===== src/rtl/adder_eval_pkg.sv =====
// Shared definitions for the approximate-adder evaluation blocks:
// monitor state encoding and default operand widths.
package adder_eval_pkg;

  localparam int ADDER_W  = 8;
  localparam int ADDER_OW = 9;

  typedef enum logic [1:0] {
    IDLE  = 2'd0,
    RUN   = 2'd1,
    DRAIN = 2'd2,
    DONE  = 2'd3
  } mon_state_t;

endpackage


===== src/rtl/adder_error_monitor_if.sv =====
// Sample bus between the stimulus source and the error monitor:
// operand pair plus the approximate sum, qualified by a valid/ready handshake.
interface adder_error_monitor_if
  import adder_eval_pkg::*;
#(
  parameter int W = ADDER_W
) ();

  logic         in_valid;
  logic         in_ready;
  logic [W-1:0] op_a;
  logic [W-1:0] op_b;
  logic [W:0]   approx_sum;

  modport master (
    output in_valid,
    output op_a,
    output op_b,
    output approx_sum,
    input  in_ready
  );

  modport slave (
    input  in_valid,
    input  op_a,
    input  op_b,
    input  approx_sum,
    output in_ready
  );

endinterface


===== src/rtl/adder_error_monitor_err_distance.sv =====
// Combinational error evaluation of one sample: exact sum of the operands,
// absolute distance to the approximate sum, and a mismatch flag.
module err_distance
  import adder_eval_pkg::*;
#(
  parameter int W = ADDER_W
) (
  input  logic [W-1:0] op_a_i,
  input  logic [W-1:0] op_b_i,
  input  logic [W:0]   approx_i,
  output logic [W:0]   ed_o,
  output logic         mismatch_o
);

  logic [W:0] exact;

  always_comb begin
    exact      = {1'b0, op_a_i} + {1'b0, op_b_i};
    ed_o       = (exact >= approx_i) ? (exact - approx_i) : (approx_i - exact);
    mismatch_o = (exact != approx_i);
  end

endmodule


===== src/rtl/adder_error_monitor.sv =====
// Error monitor for the approximate adder: accepts a programmed number of samples,
// evaluates each through a two-stage pipeline and accumulates error statistics.
//
//   state | meaning
//   IDLE  | waiting for start after reset
//   RUN   | accepting samples, in_ready high
//   DRAIN | all samples accepted, waiting for the pipeline to retire them
//   DONE  | statistics final and held until the next start
module adder_error_monitor
  import adder_eval_pkg::*;
#(
  parameter int W     = ADDER_W,
  parameter int CNT_W = 32,
  parameter int SUM_W = 40
) (
  input  logic                 clk,
  input  logic                 rst,
  adder_error_monitor_if.slave bus_if,
  input  logic                 start_i,
  input  logic [CNT_W-1:0]     sample_count_i,
  output logic                 busy_o,
  output logic                 done_o,
  output logic [CNT_W-1:0]     err_count_o,
  output logic [W:0]           max_ed_o,
  output logic [SUM_W-1:0]     sum_ed_o,
  output logic                 last_mismatch_o
);

  // One spare bit above the wider of accumulator and ED catches the saturation carry.
  localparam int ACC_W = ((SUM_W > W + 1) ? SUM_W : W + 1) + 1;
  localparam logic [SUM_W-1:0] SUM_MAX = {SUM_W{1'b1}};

  mon_state_t       state_q, state_d;
  logic [CNT_W-1:0] remaining_q, remaining_d;
  logic             in_ready_q;
  logic             xfer;
  logic             clear_stats;

  logic             s1_valid_q;
  logic [W-1:0]     s1_a_q, s1_b_q;
  logic [W:0]       s1_approx_q;
  logic [W:0]       ed;
  logic             mismatch;

  logic             s2_valid_q;
  logic [W:0]       s2_ed_q;
  logic             s2_mismatch_q;

  logic [CNT_W-1:0] err_count_q, err_count_d;
  logic [W:0]       max_ed_q, max_ed_d;
  logic [SUM_W-1:0] sum_ed_q, sum_ed_d;
  logic             last_mismatch_q, last_mismatch_d;
  logic [ACC_W-1:0] acc_sum;

  assign xfer = bus_if.in_valid & in_ready_q;

  always_comb begin
    state_d     = state_q;
    remaining_d = remaining_q;
    clear_stats = 1'b0;
    case (state_q)
      IDLE, DONE: begin
        if (start_i) begin
          clear_stats = 1'b1;
          remaining_d = sample_count_i;
          state_d     = (sample_count_i == '0) ? DONE : RUN;
        end
      end
      RUN: begin
        if (xfer) begin
          remaining_d = remaining_q - CNT_W'(1);
          if (remaining_q == CNT_W'(1)) begin
            state_d = DRAIN;
          end
        end
      end
      DRAIN: begin
        // Stage 2 retires the last sample on this edge once stage 1 is empty.
        if (!s1_valid_q) begin
          state_d = DONE;
        end
      end
      default: state_d = IDLE;
    endcase
  end

  always_ff @(posedge clk) begin
    if (rst) begin
      state_q     <= IDLE;
      remaining_q <= '0;
      in_ready_q  <= 1'b0;
    end else begin
      state_q     <= state_d;
      remaining_q <= remaining_d;
      in_ready_q  <= (state_d == RUN);
    end
  end

  err_distance #(
    .W (W)
  ) u_err_distance (
    .op_a_i     (s1_a_q),
    .op_b_i     (s1_b_q),
    .approx_i   (s1_approx_q),
    .ed_o       (ed),
    .mismatch_o (mismatch)
  );

  always_comb begin
    err_count_d     = err_count_q;
    max_ed_d        = max_ed_q;
    sum_ed_d        = sum_ed_q;
    last_mismatch_d = last_mismatch_q;
    acc_sum         = ACC_W'(sum_ed_q) + ACC_W'(s2_ed_q);
    if (clear_stats) begin
      err_count_d     = '0;
      max_ed_d        = '0;
      sum_ed_d        = '0;
      last_mismatch_d = 1'b0;
    end else if (s2_valid_q) begin
      err_count_d     = err_count_q + CNT_W'(s2_mismatch_q);
      max_ed_d        = (s2_ed_q > max_ed_q) ? s2_ed_q : max_ed_q;
      sum_ed_d        = (acc_sum > ACC_W'(SUM_MAX)) ? SUM_MAX : acc_sum[SUM_W-1:0];
      last_mismatch_d = s2_mismatch_q;
    end
  end

  always_ff @(posedge clk) begin
    if (rst) begin
      s1_valid_q      <= 1'b0;
      s1_a_q          <= '0;
      s1_b_q          <= '0;
      s1_approx_q     <= '0;
      s2_valid_q      <= 1'b0;
      s2_ed_q         <= '0;
      s2_mismatch_q   <= 1'b0;
      err_count_q     <= '0;
      max_ed_q        <= '0;
      sum_ed_q        <= '0;
      last_mismatch_q <= 1'b0;
    end else begin
      s1_valid_q <= xfer;
      if (xfer) begin
        s1_a_q      <= bus_if.op_a;
        s1_b_q      <= bus_if.op_b;
        s1_approx_q <= bus_if.approx_sum;
      end
      s2_valid_q <= s1_valid_q;
      if (s1_valid_q) begin
        s2_ed_q       <= ed;
        s2_mismatch_q <= mismatch;
      end
      err_count_q     <= err_count_d;
      max_ed_q        <= max_ed_d;
      sum_ed_q        <= sum_ed_d;
      last_mismatch_q <= last_mismatch_d;
    end
  end

  assign bus_if.in_ready = in_ready_q;
  assign busy_o          = (state_q == RUN) || (state_q == DRAIN);
  assign done_o          = (state_q == DONE);
  assign err_count_o     = err_count_q;
  assign max_ed_o        = max_ed_q;
  assign sum_ed_o        = sum_ed_q;
  assign last_mismatch_o = last_mismatch_q;

endmodule


===== src/flat_wrapper.sv =====
// flat-port wrapper written by rule: the top's interface ports become plain ports
module adder_error_monitor_flat import adder_eval_pkg::*;
#(
  parameter int W     = ADDER_W,
  parameter int CNT_W = 32,
  parameter int SUM_W = 40
)
  (clk, rst, start_i, sample_count_i, busy_o, done_o, err_count_o, max_ed_o, sum_ed_o, last_mismatch_o, bus_if_in_valid, bus_if_op_a, bus_if_op_b, bus_if_approx_sum, bus_if_in_ready);
  adder_error_monitor_if #(.W(W)) bus_if_i ();
  input  logic clk;
  input  logic rst;
  input  logic start_i;
  input  logic [CNT_W-1:0] sample_count_i;
  output logic busy_o;
  output logic done_o;
  output logic [CNT_W-1:0] err_count_o;
  output logic [W:0] max_ed_o;
  output logic [SUM_W-1:0] sum_ed_o;
  output logic last_mismatch_o;
  input wire logic [$bits(bus_if_i.in_valid)-1:0] bus_if_in_valid;
  input wire logic [$bits(bus_if_i.op_a)-1:0] bus_if_op_a;
  input wire logic [$bits(bus_if_i.op_b)-1:0] bus_if_op_b;
  input wire logic [$bits(bus_if_i.approx_sum)-1:0] bus_if_approx_sum;
  output wire logic [$bits(bus_if_i.in_ready)-1:0] bus_if_in_ready;
  assign bus_if_i.in_valid = bus_if_in_valid;
  assign bus_if_i.op_a = bus_if_op_a;
  assign bus_if_i.op_b = bus_if_op_b;
  assign bus_if_i.approx_sum = bus_if_approx_sum;
  assign bus_if_in_ready = bus_if_i.in_ready;
  adder_error_monitor #(.W(W), .CNT_W(CNT_W), .SUM_W(SUM_W)) u_core (.clk(clk), .rst(rst), .bus_if(bus_if_i), .start_i(start_i), .sample_count_i(sample_count_i), .busy_o(busy_o), .done_o(done_o), .err_count_o(err_count_o), .max_ed_o(max_ed_o), .sum_ed_o(sum_ed_o), .last_mismatch_o(last_mismatch_o));
endmodule

===== config.mk =====
export PLATFORM = sky130hd
export DESIGN_NAME = adder_error_monitor_flat
export DESIGN_NICKNAME = d
export VERILOG_FILES = /design/src/rtl/adder_eval_pkg.sv /design/src/rtl/adder_error_monitor_if.sv /design/src/rtl/adder_error_monitor_err_distance.sv /design/src/rtl/adder_error_monitor.sv /design/src/flat_wrapper.sv
export SDC_FILE = /design/constraint.sdc
export NUM_CORES = 1
export LEC_CHECK = 0
export CAP_MARGIN = 40
export CORE_UTILIZATION = 50
export CTS_BUF_LIST = sky130_fd_sc_hd__clkbuf_4
export CTS_CLUSTER_DIAMETER = 120
export CTS_CLUSTER_SIZE = 14
export DETAILED_ROUTE_END_ITERATION = 6
export GPL_ROUTABILITY_DRIVEN = 0
export GPL_TIMING_DRIVEN = 0
export PLACE_DENSITY = 0.79
export SLEW_MARGIN = 20
export SYNTH_ARGS = -nofsm -noshare
export SYNTH_HDL_FRONTEND = slang
export SYNTH_SLANG_ARGS = --single-unit

===== constraint.sdc =====
create_clock -name clk -period 3.5 [get_ports clk]
set_input_delay 0.7 -clock clk [delete_from_list [all_inputs] [get_ports clk]]
set_output_delay 0.7 -clock clk [all_outputs]
set_load 0.005 [all_outputs]

**Word level (Yosys, flattened, before mapping)**

Cells that the tools add are included.

- Bits in registers: 154
- Output and inout bits: 85

- Magnitude comparators: 3
- Reduce and logical (&&, ||, !) cells: 8
- Mux-type cells: 13
- Eq/ne operators: 8
- Bitwise operators: 1
- Add/subtract/negate cells: 6

Operators with widths:

| kind | number |
|---|---|
| 32-bit two-way mux | 2 |
| 32-bit case mux with 2 select lines | 1 |
| 40-bit by 9-bit adder with 41-bit output | 1 |
| 41-bit by 40-bit > comparator with 1-bit output, second input constant | 1 |
| 40-bit two-way mux | 1 |
| 32-bit by 1-bit adder with 32-bit output | 1 |
| 32-bit by 1-bit equality test with 1-bit output, second input constant | 1 |
| 32-bit zero test | 1 |
| 32-bit by 1-bit subtractor with 32-bit output, second input constant | 1 |
| 9-bit subtractor | 2 |
| 2-bit two-way mux | 5 |
| 8-bit by 8-bit adder with 9-bit output | 1 |
| 9-bit greater-or-equal comparator | 1 |
| 9-bit > comparator | 1 |
| 9-bit two-way mux | 1 |
| 9-bit inequality test | 1 |
| 2-bit case mux with 3 select lines | 1 |
| 2-bit by 1-bit equality test with 1-bit output, second input constant | 2 |
| 2-bit equality test, second input constant | 2 |
| 2-bit OR reduction | 2 |
| 3-bit AND reduction | 1 |
| 2-bit zero test | 1 |
| 1-bit two-way mux | 2 |
| 2-bit by 1-bit inequality test with 1-bit output, second input constant | 1 |
| other kinds (5) | 5 |

**Longest topological paths before layout**

Gate-level depths: netlist (run 1).

- Depth after elaboration: 5
- Mapped depth: 17
- Gate-level depth less buffers: 17

**Modules after synthesis**

Synthesis (run 1) repeated with hierarchy kept, for this count alone.

- Cell total of the unflattened synthesis: 1124
- Area total of the unflattened synthesis: 9068.7 um^2

By module, submodules not included:

| module | area each (um^2) | cells an instance | sequential area each (um^2) | instances |
|---|---|---|---|---|
| adder_error_monitor | 7936.4 | 974 | 3083.0 | 1 |
| err_distance | 1132.3 | 150 | 0.0 | 1 |

**Least setup slack after synthesis (run 1)**

No wires, ideal clock.

- Kind: register to register
- Start point: reg u_core.s1_b_q[0]
- End point: reg u_core.s2_ed_q[5]
- Data required time: 3.373 ns
- Setup time: 0.127 ns
- Setup slack: -0.049 ns
- Cell stages (with the launch flop): 16
- Clock period less this slack: 3.549 ns
- Buffers on the path: 0
- Arrival time: 3.422 ns
- Cells stage by stage: dfxtp_1 > ha_1 > fa_1 > a21o_1 > a21oi_1 > o21bai_1 > a21oi_1 > xnor2_1 > ha_1 > o21ai_0 > o21ai_1 > a21oi_2 > nor2_4 > mux2_4 > and4_1 > or3_1

- Cells in the longest elaborated chain, start to end: 3

Ends and longest elaborated chain:

| element | RTL line | RTL |
|---|---|---|
| from (decl) | adder_error_monitor.sv:40 | `logic [W-1:0] s1_a_q, s1_b_q;` |
| from (signal assigned) | adder_error_monitor.sv:145 | `s1_b_q <= bus_if.op_b;` |
| 8-bit by 8-bit adder with 9-bit output (*) | adder_error_monitor_err_distance.sv:18 | `exact = {1'b0, op_a_i} + {1'b0, op_b_i};` |
| 9-bit subtractor or 9-bit greater-or-equal comparator (tied branches) | adder_error_monitor_err_distance.sv:19 | `ed_o = (exact >= approx_i) ? (exact - approx_i) : (approx_i - exact);` |
| 9-bit two-way mux (*) | adder_error_monitor_err_distance.sv:19 |  |
| to (signal assigned) | adder_error_monitor.sv:135 | `s2_ed_q <= '0;` |
| to (signal assigned) | adder_error_monitor.sv:150 | `s2_ed_q <= ed;` |
| to (decl) | adder_error_monitor.sv:46 | `logic [W:0] s2_ed_q;` |

Every way passes the cells marked *; elsewhere a longest branch is shown, timed or not.
A chain may end at the register's enable or synchronous reset.

**Worst setup path in the final report (run 1)**

Same ends and word-level chain as after synthesis.

==> impl_metrics.csv, run 1 <==
group,metric,value,unit
setup_path,endpoint_kind,"register",
pwr,peakVddDrop,250,µV
global_routing,grt_usage,27.1,%
yosys,syn-mean-instance-area,8.12,µm²
placed_design,place_ws,-0.291,ns
detailed_routing,vias,8786,
die,ios,146,
yosys,synthFlopType,"dfxtp_1",
timing,fmax,0.282,GHz
cts,clockBufferDepth,2,
timing,relSlewSlack,53.3,%
cts,htree_num_levels,4,
timing,finClkSkew,0.0287,ns
placed_design,post-place-cells,1461,
finish,drive_gt1_share,8.91,%
cts,cts.sinks,154,
setup_path,cp_common_cell,"a21oi_2",
global_routing,grt_pass1_wl,39.9,mm
detailed_routing,wl_per_cell,16.2,µm
min_path,hp-class,"reg -> reg",
flow_run,drv_cap,0,
placed_design,port_buffers,145,
setup_path,cp.required,3.96,ns
yosys,ys_warn_count,0,
yosys,synth_edf_count,0,
placed_design,placed_cell_area,0.0106,mm²
finish,design_area,0.0111,mm²
setup_path,cp_slowest_cell,"fa_2",
cts,insertion_delay,0.59,ns
timing,hold_viol,0,
setup_path,arrival,4.01,ns
setup_path,crit_fanout,4,
timing,fin_crit_sh,101,%
yosys,syn_nets,1206,
global_routing,grt-ovfl-total,0,
timing,finalWorstSetupSlack,-0.0435,ns
die,die_w,135,µm
timing,rsz0062_at_grt,"yes",
cts,cts_root_buf,"clkbuf_4",
finish,syn_to_final_growth,25.8,%
setup_path,path_class,"reg -> reg",
cts,holdBufCountCts,0,
pwr,power.leakage,3.99,nW
die,die_h,135,µm
detailed_routing,final_antenna_net_count,0,
run_status,status,"finished, violations left",
detailed_routing,vias_per_cell,5.84,
detailed_routing,remaining_drc_errors,0,
run_status,violations,"setup timing",
finish,final_core_util,64.5,%
finish,fin_nets,1382,
finish,finalNonFillerCells,1505,
setup_path,start_kind,"register",
cts,path_clk_slew,0.14,ns
die,start_util,51.2,%
setup_path,max_stage_delay,0.39,ns
finish,num_antenna_cells,0,
pwr,cellPowerDensity,390,mW/mm²
timing,fin_crit,3.54,ns
placed_design,dp_hpwl,18.0,mm
detailed_routing,wirelength,24.4,mm
yosys,ys_seq_area_share,34.8,%
detailed_routing,drtIter0Drc,555,
yosys,synth_seq_cells,154,
yosys,synth.lib_cells_used.distinct,78,
global_routing,gr-usage-met1,35.4,%
timing,worst-slew-pin-transition,0.700,ns
cts,cts_tree,"built",
die,core,0.0173,mm²
global_routing,first_global_vias,8312,
yosys,synthCells,1091,
die,fp-row-count,48,
timing,setup_viol,3,
yosys,synthesis.area,0.00886,mm²
cts,cts_made_buffers,17,
global_routing,grt_start_max_net_pins,17,
yosys,synthArstFlopShare,0,%
global_routing,antenna_found_initial,1,
timing,drv_slew,0,
global_routing,grtUsageMet3,4.84,%
global_routing,busiest_layer,"met2",
detailed_routing,drt-pass1-iter-count,5,
global_routing,grt_util_met2,43.6,%
die,dieArea,0.0183,mm²
setup_path,crit_chain,"ha_4, fa_2, a21o_1, a21oi_2, o21bai_1, a21oi_2, xnor2_2, ha_4, nand4_1, nor2_1, a21oi_2, nor2_4, buf_6, mux2i_2, a21oi_1, or3_1",
==> stage by stage <==
stage / power [W] / hold WS [ns] / TNS (ns)
6_report: 0.00435 / 0.471 / -0.0948
5_1_grt: 0.00452 / 0.486 / -0.864
4_1_cts: 0.00426 / 0.470 / -0.00555
3_5_place_dp: 0.00294 / 0.452 / -0.679
3_3_place_gp: 0.00292 / 0.444 / -0.538
2_1_floorplan: 0.00264 / 0.436 / 0
==> critical path: cells and delay by family (launching register included) <==
| family | cells | cell delay, ns |
|---|---|---|
| DFF | 1 | 0.37 |
| adders and majority gates | 3 | 0.85 |
| buffers and inverters | 1 | 0.14 |
| muxes | 1 | 0.21 |
| xor gates and xnor gates | 1 | 0.12 |
| and+or+nand+nor | 4 | 0.87 |
| AOI/OAI and AO/OA | 6 | 0.85 |
==> kinds of logic (layout without fill, tap and decap cells) <==
group	count (synthesis)	count (layout)	share of synthesized area [%]
flops	154	154	34.8
compound gates	279	279	20.5
xor+xnor	63	63	6.23
fa+ha+maj	54	54	7.97
buf+inv	105	294	4.66
mux	21	21	2.44
simple gates	415	415	23.4
==> cell usage after synthesis (all sizes together) (8+ instances only) <==
master,count,share of area (%)
xnor2,38,3.8
or3,9,0.65
a22oi,8,0.68
nand4,13,0.92
xor2,25,2.5
nor2b,11,0.78
o31ai,8,0.89
buf,13,0.76
a31oi,16,1.1
nand3,34,1.9
a21o,14,1.2
and2,10,0.71
a211oi,26,2.4
a21oi,95,5.5
nor3,33,2.1
nor4,16,1.2
and3,17,1.2
nor2,105,4.6
and4,10,1.0
clkbuf,38,1.6
nand2,125,5.4
inv,54,2.3
ha,50,7.1
dfxtp,154,35
o22ai,11,0.78
o21ai,51,2.9
mux2i,19,2.1
==> area by class of cell <==
cell class                 instances  area, µm²
fill                            1508       6150
multi-input combinational        832       5480
sequential                       154       3090
timing repair buffer             157       1550
tap                              225        282
clock inverter                    15        211
buffer                            51        210
inverter                          54        203
clock buffer                      17        128
==> sequential cells by signal, summed over array words and instances (netlist names) <==
name / flops
u_core.s1_a_q: 8
u_core.remaining_q: 32
u_core.bus_if.in_ready: 1
u_core.s1_b_q: 8
u_core.s2_valid_q: 1
u_core.s1_valid_q: 1
u_core.s1_approx_q: 9
u_core.max_ed_o: 9
u_core.sum_ed_o: 40
u_core.s2_ed_q: 9
u_core.state_q: 2
u_core.last_mismatch_o: 1
u_core.s2_mismatch_q: 1
u_core.err_count_o: 32
==> power by group <==
group	total (W)	internal [W]	switching, W
logic	0.00114	0.000485	0.000656
registers	0.00191	0.00183	0.0000822
clock network	0.00130	0.000582	0.000715
total	0.00435	0.00289	0.00145
==> per-layer routing <==
layer | up-vias | wire length (µm)
li1 | 4275 | -
met1 | 4057 | 10800
met2 | 378 | 11200
met3 | 74 | 1780
met4 | 2 | 708
met5 | - | 14
==> placed cells by master, fill, tap and decap left out, drive strengths merged, types with 13 or more instances in the layout <==
cell / synthesis / layout
and3: 17 / 17
clkdlybuf4s50: 0 / 145
nor3: 33 / 33
mux2i: 19 / 19
dfxtp: 154 / 154
buf: 13 / 25
xor2: 25 / 25
nand3: 34 / 34
ha: 50 / 50
nor4: 16 / 16
xnor2: 38 / 38
inv: 54 / 60
clkbuf: 38 / 55
o21ai: 51 / 51
a31oi: 16 / 16
a211oi: 26 / 26
a21oi: 95 / 95
a21o: 14 / 14
nand2: 125 / 125
nand4: 13 / 13
nor2: 105 / 105
==> what timing repair did <==
item	CTS	global route
buffers inserted	6	6
cloned	0	0
resized for setup	12	17
pin swaps	6	15
setup endpoints to repair	6	7
==> final timing paths <==
check / start / end / slack [ns] / depth (start not counted)
setup reg to reg: u_core.s1_b_q[0] / u_core.s2_ed_q[5] / -0.04 / 16
hold reg to reg: u_core.s1_a_q[7] / u_core.s1_a_q[7] / 0.47 / 2
hold / removal: u_core.s1_a_q[7] / u_core.s1_a_q[7] / 0.47 / 2
setup / recovery: u_core.s1_b_q[0] / u_core.s2_ed_q[5] / -0.04 / 16
Note: power is estimated with default switching activity, not from simulation.
==> inputs of run 2 (changes only) <==
Settings changed: CAP_MARGIN 40 to 20, CORE_MARGIN from default to 2, PLACE_DENSITY 0.79 to 0.82.
==> impl_metrics.csv, run 2 (synthesis results as in run 1) <==
group,metric,value,unit
run_status,status,"finished, violations left",
run_status,violations,"setup timing",
finish,drive_gt1_share,9.00,%
detailed_routing,final_antenna_net_count,0,
timing,drv_slew,0,
setup_path,crit_chain,"ha_1, a21o_1, a21oi_2, o21bai_1, a21oi_2, xnor2_1, ha_1, buf_2, nand4_1, nor2_1, a21oi_2, nor2_4, buf_4, mux2i_2, a21oi_1, or3_1",
finish,largest_reg_flops,40,
die,core,0.0173,mm²
global_routing,grt_start_max_net_pins,17,
cts,cts_root_buf,"clkbuf_4",
placed_design,dp_hpwl,18.3,mm
timing,fin_crit_sh,101,%
cts,path_clk_slew,0.13,ns
finish,finalNonFillerCells,1505,
setup_path,endpoint_kind,"register",
cts,insertion_delay,0.58,ns
finish,final_cell_mix,"150 x dfxtp_1, 145 x clkdlybuf4s50_1, 122 x nand2_1, 101 x nor2_1, 89 x a21oi_1",
global_routing,grt_usage,25.8,%
global_routing,grt-ovfl-total,0,
detailed_routing,drt-pass1-iter-count,7,
setup_path,cp_common_cell,"a21oi_2",
setup_path,start_kind,"register",
timing,relSlewSlack,45.8,%
timing,finClkSkew,0.0268,ns
timing,rsz0062_at_grt,"yes",
min_path,hp-class,"reg -> reg",
global_routing,first_global_vias,8072,
die,start_util,51.2,%
timing,setup_viol,2,
timing,hold_viol,0,
pwr,cellInternalPower,0.00287,W
die,dieArea,0.0188,mm²
finish,design_area,0.0111,mm²
pwr,peakVddDrop,230,µV
detailed_routing,vias_per_cell,5.88,
timing,fin_crit,3.53,ns
placed_design,post-place-cells,1461,
pwr,seq_power_share,44.6,%
pwr,comb_power_share,26.0,%
die,die_h,137,µm
setup_path,timing.reg2reg.setup_slack,-0.03,ns
flow_run,drv_cap,0,
cts,clockBufferDepth,2,
pwr,p_sw,0.00140,W
placed_design,port_buffers,145,
detailed_routing,vias,8847,
finish,final_common_cell,"dfxtp_1",
die,die_w,137,µm
pwr,cellPowerDensity,384,mW/mm²
die,fp-row-count,48,
setup_path,cp.required,3.95,ns
cts,cts_tree,"built",
cts,cts_made_buffers,17,
detailed_routing,wl_per_cell,16.3,µm
setup_path,cp_num_buf_inv,2,
setup_path,crit_fanout,10,
setup_path,critPathTopFamily,"simple AND/OR/NAND/NOR gates",
global_routing,antenna_found_initial,2,
setup_path,cp_slowest_cell,"dfxtp_2",
placed_design,place_ws,-0.264,ns
cts,cts.sinks,154,
timing,finalWorstSetupSlack,-0.0320,ns
timing,worst-slew-pin-transition,0.813,ns
die,ios,146,
detailed_routing,wirelength,24.6,mm
cts,htree_num_levels,4,
pwr,netSwitchingFraction,32.8,%
setup_path,max_stage_delay,0.37,ns
timing,tns,-0.0547,ns
detailed_routing,drtIter0Drc,831,
global_routing,grt_pass1_wl,38.5,mm
timing,fmax,0.283,GHz
pwr,power.leakage,3.97,nW
setup_path,arrival,3.99,ns
finish,final_core_util,64.3,%
placed_design,placed_cell_area,0.0106,mm²
detailed_routing,remaining_drc_errors,0,
finish,fin_nets,1380,
setup_path,path_class,"reg -> reg",
pwr,p_clk_share,29.3,%
finish,syn_to_final_growth,25.5,%
-- run 2: cell types whose count changed in the layout (fill, tap and decap cells not counted), moves of 2 or more --
cell	change
clkinvlp_4	+2
mux2i_2	+2
inv_6	-2
diode_2	+2
-- run 2: path summary, 6_finish.rpt --
kind / start / endpoint / cells past startpoint
worst min-delay path: u_core.s1_a_q[2] / u_core.s1_a_q[2] / 2
worst min register to register: u_core.s1_a_q[2] / u_core.s1_a_q[2] / 2
worst max-delay path: u_core.s1_b_q[1] / u_core.s2_ed_q[5] / 16
worst max register to register: u_core.s1_b_q[1] / u_core.s2_ed_q[5] / 16
-- run 2: worst min-delay path: stages (launching register included) --
cell	delay (ns)
dfxtp_1	0.34
nand2_1	0.05
a21oi_1	0.05
-- run 2: per-stage QoR --
stage	hold slack, ns	power [W]
after floorplan	0.436	0.00264
after global placement	0.444	0.00292
after detailed placement	0.452	0.00294
after CTS	0.470	0.00421
after global routing	0.490	0.00446
final	0.470	0.00427
-- run 2: layout make-up --
type / instances / area, µm²
Antenna cell: 2 / 5.00
Tap cell: 225 / 282
Clock inverter: 14 / 194
Clock buffer: 18 / 135
Sequential cell: 154 / 3090
Fill cell: 1510 / 6180
Buffer: 51 / 210
Timing Repair Buffer: 155 / 1530
Multi-Input combinational cell: 832 / 5470
Inverter: 54 / 203
-- run 2: repair_timing --
action	4_1_cts	5_1_grt
hold buffers	0	0
setup endpoints to repair	6	7
pin swaps	4	11
hold endpoints to repair	0	0
gates resized for setup	9	20
setup buffers	4	6
-- run 2: routing by layer --
layer | vias up | track usage (%) | share of wire, %
met5 | - | 0 | 0
met4 | 0 | 11.2 | 2.9
met3 | 74 | 5.07 | 8.3
met2 | 425 | 42.3 | 46
met1 | 4066 | 32.8 | 42
li1 | 4282 | - | -
-- run 2: power by group through the flow --
| stage | clock network (W) | logic [W] | registers, W |
|---|---|---|---|
| 6_report | 0.00125 | 0.00111 | 0.00191 |
| 5_1_grt | 0.00134 | 0.00121 | 0.00192 |
| 4_1_cts | 0.00127 | 0.00104 | 0.00190 |
| 3_5_place_dp | 0 | 0.000998 | 0.00194 |
| 3_3_place_gp | 0 | 0.000978 | 0.00194 |
| 2_1_floorplan | 0 | 0.000723 | 0.00192 |
